`src/rtl/issue_scheduler.sv`:
```
// Oldest-first issue scheduler that shadows a compacting issue queue's ready/tag state.
// Define ISSUE_BYPASS_EN to let a same-cycle wakeup make a waiting slot eligible immediately.
module issue_scheduler #(
   parameter int Size     = 4,
   parameter int Ports    = 2,
   parameter int TagWidth = 4,
   parameter int Latency  = 1
) (
   input  logic                                                clk,
   input  logic                                                rst,
   input  logic [$clog2(Size+1)-1:0]                           i_size,
   input  logic                                                i_push,
   input  logic                                                i_push_rdy,
   input  logic [TagWidth-1:0]                                 i_push_tag,
   input  logic                                                i_wake_valid,
   input  logic [TagWidth-1:0]                                 i_wake_tag,
   input  logic [Ports-1:0]                                    i_issue_ready,
   output logic [Size-1:0]                                     o_pop,
   output logic [Ports-1:0]                                    o_issue_valid,
   output logic [Ports-1:0][((Size > 1) ? $clog2(Size) : 1)-1:0] o_issue_slot
);

   localparam int SizeW = $clog2(Size + 1);
   localparam int SlotW = (Size > 1) ? $clog2(Size) : 1;
   localparam int CntW  = (Latency > 1) ? $clog2(Latency) : 1;

   logic [Size-1:0]     rdy_reg;
   logic [Size-1:0]     rdy_next;
   logic [TagWidth-1:0] wtag_reg  [Size];
   logic [TagWidth-1:0] wtag_next [Size];
   logic [CntW-1:0]     bcnt_reg  [Ports];

   logic [Size-1:0]     wake_hit;
   logic [Size-1:0]     eligible;
   logic [Size-1:0]     survive;
   logic [SizeW-1:0]    rank [Size];
   logic [SizeW-1:0]    push_idx;
   logic                push_woken;
   logic [Ports-1:0]    port_free;
   logic [Ports-1:0]    grant_valid;
   logic [SlotW-1:0]    grant_slot [Ports];
   logic [Ports-1:0]    fire;

   // Per-slot wakeup match and eligibility
   for (genvar gi = 0; gi < Size; gi++) begin : g_slot
      assign wake_hit[gi] = i_wake_valid && !rdy_reg[gi] && (wtag_reg[gi] == i_wake_tag);
`ifdef ISSUE_BYPASS_EN
      assign eligible[gi] = (SizeW'(gi) < i_size) && (rdy_reg[gi] || wake_hit[gi]);
`else
      assign eligible[gi] = (SizeW'(gi) < i_size) && rdy_reg[gi];
`endif
   end

   for (genvar gi = 0; gi < Ports; gi++) begin : g_free
      assign port_free[gi] = (bcnt_reg[gi] == '0);
   end

   // The k-th lowest free port takes the k-th lowest eligible slot.
   always_comb begin
      logic [Size-1:0] taken;
      logic            found;
      taken       = '0;
      found       = 1'b0;
      grant_valid = '0;
      for (int p = 0; p < Ports; p++) begin
         grant_slot[p] = '0;
      end
      for (int p = 0; p < Ports; p++) begin
         found = 1'b0;
         if (port_free[p]) begin
            for (int i = 0; i < Size; i++) begin
               if (!found && eligible[i] && !taken[i]) begin
                  found          = 1'b1;
                  taken[i]       = 1'b1;
                  grant_valid[p] = 1'b1;
                  grant_slot[p]  = SlotW'(i);
               end
            end
         end
      end
   end

   // Offers, fires and the pop mask are all silenced while reset is asserted.
   always_comb begin
      o_pop         = '0;
      o_issue_valid = '0;
      o_issue_slot  = '0;
      fire          = '0;
      if (!rst) begin
         o_issue_valid = grant_valid;
         for (int p = 0; p < Ports; p++) begin
            o_issue_slot[p] = grant_slot[p];
            fire[p]         = grant_valid[p] && i_issue_ready[p];
            if (fire[p]) begin
               o_pop[grant_slot[p]] = 1'b1;
            end
         end
      end
   end

   // Rank of each survivor gives its compacted position; the survivor count is the append point.
   always_comb begin
      logic [SizeW-1:0] cnt;
      cnt = '0;
      for (int i = 0; i < Size; i++) begin
         survive[i] = (SizeW'(i) < i_size) && !o_pop[i];
         rank[i]    = cnt;
         if (survive[i]) begin
            cnt = cnt + SizeW'(1);
         end
      end
      push_idx = cnt;
   end

   assign push_woken = i_wake_valid && (i_push_tag == i_wake_tag);

   // Pushes into a full queue with nothing popping find no matching slot and are dropped.
   always_comb begin
      rdy_next = '0;
      for (int j = 0; j < Size; j++) begin
         wtag_next[j] = '0;
         for (int i = 0; i < Size; i++) begin
            if (survive[i] && (rank[i] == SizeW'(j))) begin
               rdy_next[j]  = rdy_reg[i] || wake_hit[i];
               wtag_next[j] = wtag_reg[i];
            end
         end
         if (i_push && (push_idx == SizeW'(j))) begin
            rdy_next[j]  = i_push_rdy || push_woken;
            wtag_next[j] = i_push_tag;
         end
      end
   end

   always_ff @(posedge clk) begin
      if (rst) begin
         rdy_reg <= '0;
         for (int i = 0; i < Size; i++) begin
            wtag_reg[i] <= '0;
         end
      end else begin
         rdy_reg <= rdy_next;
         for (int i = 0; i < Size; i++) begin
            wtag_reg[i] <= wtag_next[i];
         end
      end
   end

   // A port stays busy for Latency-1 cycles after each fire.
   for (genvar gi = 0; gi < Ports; gi++) begin : g_bcnt
      always_ff @(posedge clk) begin
         if (rst) begin
            bcnt_reg[gi] <= '0;
         end else if (fire[gi] && (Latency > 1)) begin
            bcnt_reg[gi] <= CntW'(Latency - 1);
         end else if (bcnt_reg[gi] != '0) begin
            bcnt_reg[gi] <= bcnt_reg[gi] - CntW'(1);
         end
      end
   end

endmodule
```
`config.mk`:
```
export PLATFORM = sky130hd
export DESIGN_NAME = issue_scheduler
export DESIGN_NICKNAME = d
export VERILOG_FILES = /design/src/rtl/issue_scheduler.sv
export SDC_FILE = /design/constraint.sdc
export NUM_CORES = 1
export LEC_CHECK = 0
export CORE_MARGIN = 2
export CORE_UTILIZATION = 45
export CTS_BUF_LIST = sky130_fd_sc_hd__clkbuf_8
export DETAILED_ROUTE_END_ITERATION = 8
export HOLD_SLACK_MARGIN = 0.06
export PLACE_DENSITY = 0.68
export SYNTH_ARGS = -nofsm -noshare
export SYNTH_HDL_FRONTEND = slang
export SYNTH_SLANG_ARGS = --single-unit
```
`constraint.sdc`:
```
create_clock -name clk -period 9.8 [get_ports clk]
set_input_delay 1.96 -clock clk [delete_from_list [all_inputs] [get_ports clk]]
set_output_delay 1.96 -clock clk [all_outputs]
set_load 0.05 [all_outputs]
```
==> out/results.txt <==
Status: finished, final reports clean
Initial antenna violation count: 0
Fin. max-slew vios: 0
Most used cell, CP: ha_1
Vias in the first global route: 2402
Crit-path max cell delay: 860 ps
Worst Setup SP: i_size[2]
Worst-path fanout max: 13
First-pass GRT wire length: 13.3 mm
Global placer's final weighted congestion: 0.911
H-Tree Depth: 1
Internal power: 0.000200 W
Cell Count, Final, Fillers Out: 411
Final hold viol count: 0
Cell count after placement: 407
Worst reg2reg startpoint: rdy_reg[2]
Post-synthesis register bit count: 22
Max VDD drop: 65.1 uV
Routed vias/inst: 6.67
Tcrit/Tclk final: 73.4%
Most common cell after layout, fill and taps aside: clkdlybuf4s50_1
Routed via count: 2741
Sw frac: 39.3%
Final setup fails: 0
Final nets: 362
Worst path bufs/invs: 4
Static Leak: 1.10 nW
CP delay by family, top: buffers and inverters
Detailed placer's ending HPWL: 6.49 mm
Post-cts sizing count: 0
Cts bufs inserted: 3
Library cells used by synthesis: 82
Worst min-delay path startpoint: wtag_reg[3][2]
Die Ht: 82.6 um
Largest net degree at the start of global routing: 28
Die footprint: 6830 um^2
Area contributors post-synth: dfxtp_1, o211ai_1, xor2_1, mux2i_1, o311ai_4
Number of port buffers: 27
Fmax: 0.139 GHz
Relative slew slack: 23.9%
GR Overflow Total: 0
Detail Route Antenna Nets: 0
CTS tree: yes
Critical Path End Type: register
Clock sink count: 22
Gr usage total: 25.8%
Hold buffers post-CTS: 0
Starting density of the core: 46.7%
Seq/Total Area, Yosys: 16.2%
Max reg flops: 16
Max Root-Sink Buffers: 2
Synth-to-Final Area Change: 10.5%
Tmin final: 7190 ps
CP max-delay cell: mux2i_1
CP cell instances: clkdlybuf4s50_1, nand2_1, or2_1, o21ai_2, a32o_1, nand2b_1, inv_1, ha_1, inv_1, nand2_1, mux2i_1, nor2_8, inv_2, ha_1, ha_1, and2_1, nand4_1, o311ai_4, o311a_1, mux2i_1
Combinational power share: 39.5%
CORE AREA: 5960 um^2
Ys flop type: dfxtp_1
I/O pin count: 28
Number of max-cap violations: 0
Post-synthesis average cell area: 8.58 um^2
Wire per inst: 20.7 um
Post-synth EDFFs: 1
Dominant cell type by area after synthesis: dfxtp_1
Setup TNS Final: 0 ps
CTS clk-pin slew, worst paths: 90 ps
Startpoint Class: primary input
Worst-Skew Late Latency: 280 ps
Fin Clk Skew: 10.6 ps
Clock power frac: 27.4%
Root buffer cell: clkbuf_8
Arrival @ worst endpoint: 7390 ps
Commonest non-fill, non-tap cells in the layout: clkdlybuf4s50_1, nand2_1, dfxtp_1, o211ai_1, xor2_1
Worst Hold Class: register to register
Cell Pwr Density: 107 nW/um^2
DRT Pass-1 Iters: 6
Synthesized cell area: 2780 um^2
CP required: 10000 ps
Share of the synthesized area in the top cell type: 15.1%
Share of layout cells above drive strength 1: 12.5%
Final wirelength: 8.52 mm
Worst-margin pin slew: 1110 ps
Gate Count Post-Synth: 324
Die width: 82.6 um
Post-CTS Setup Bufs: 0
Critical path type: primary input to register
Ys Warns: 0
Cell Rows: 28
Flop pwr share: 33.0%
RSZ-0062 raised after global routing: false
Ys async rst share: 0%
Initial DRC count: 282
Sw Pwr: 0.000129 W
# DRC: 0
Antenna diodes: 0
-- area by class of cell --
cell class / instances / area, um^2
clock buffers: 3 / 41.3
well taps: 75 / 93.8
multi-input cells: 269 / 2130
clock inverters: 1 / 30.0
repair buffers: 28 / 278
flip-flops and latches: 22 / 450
fillers: 593 / 2880
inverters: 13 / 48.8
-- power by group through the flow --
stage                     combinational (W)  clock [W]  sequential, W
after floorplan                    0.000102          0       0.000103
after global placement             0.000126          0       0.000111
after detailed placement           0.000127          0       0.000110
after CTS                          0.000128  0.0000905       0.000108
after global routing               0.000141  0.0000930       0.000109
final                              0.000130  0.0000904       0.000109
-- through the flow --
stage | cell area [um^2] | hold slack [ps] | util, % | setup WS [ps] | power [W]
floorplan | 2790 | 487 | - | 2960 | 0.000205
global placement | 3000 | 571 | 50.4 | 2510 | 0.000237
global route | 3070 | 615 | 51.6 | 2220 | 0.000343
finish | 3070 | 596 | 51.6 | 2610 | 0.000330
detailed placement | 3000 | 572 | 50.4 | 2390 | 0.000238
CTS | 3070 | 576 | 51.6 | 2700 | 0.000327
-- tightest hold or removal path, delay by kind of cell, from the launching register on --
| family | cells | cell delay, ps |
|---|---|---|
| flip-flops | 1 | 380 |
| AND/OR/NAND/NOR | 1 | 100 |
| AO/OA/AOI/OAI | 1 | 70 |
-- synth_stat cells, drive strengths merged (9+ instances only) --
cell type  instances
nand2             23
dfxtp             21
o21ai             19
o211ai            18
buf               16
nor2              15
xor2              15
a21oi             13
a31oi             13
inv               13
mux2i             13
a211oi            11
nand4             11
nand3             10
o311ai             9
-- worst paths after layout --
kind / to / slack (ps) / depth (start not counted)
setup / recovery: rdy_reg[3] / 2610 / 20
hold / removal: wtag_reg[2][2] / 600 / 2
setup reg to reg: rdy_reg[3] / 4430 / 19
hold reg to reg: wtag_reg[2][2] / 600 / 2
-- per-layer routing --
| metal | global-route usage [%] | share of wire (%) | vias to the layer above |
|---|---|---|---|
| li1 | - | - | 1302 |
| met1 | 37.0 | 44 | 1296 |
| met2 | 41.9 | 46 | 130 |
| met3 | 2.83 | 7.4 | 13 |
| met4 | 5.25 | 1.7 | 0 |
| met5 | 0 | 0 | - |
-- kinds of logic (layout without fill, tap and decap cells) --
family                   count (synthesis)  count (layout)  synth area share, %
AO/OA/AOI/OAI                          125             125                 40.1
XOR/XNOR                                21              21                 6.61
adder cells (fa/ha/maj)                  7               7                 3.15
buffers and inverters                   34              45                 7.33
flip-flops                              22              22                 16.2
multiplexers                            14              14                 5.08
other                                    1               2                0.135
AND/OR/NAND/NOR                        100             100                 21.4
Power figures use the tool's default switching activity.
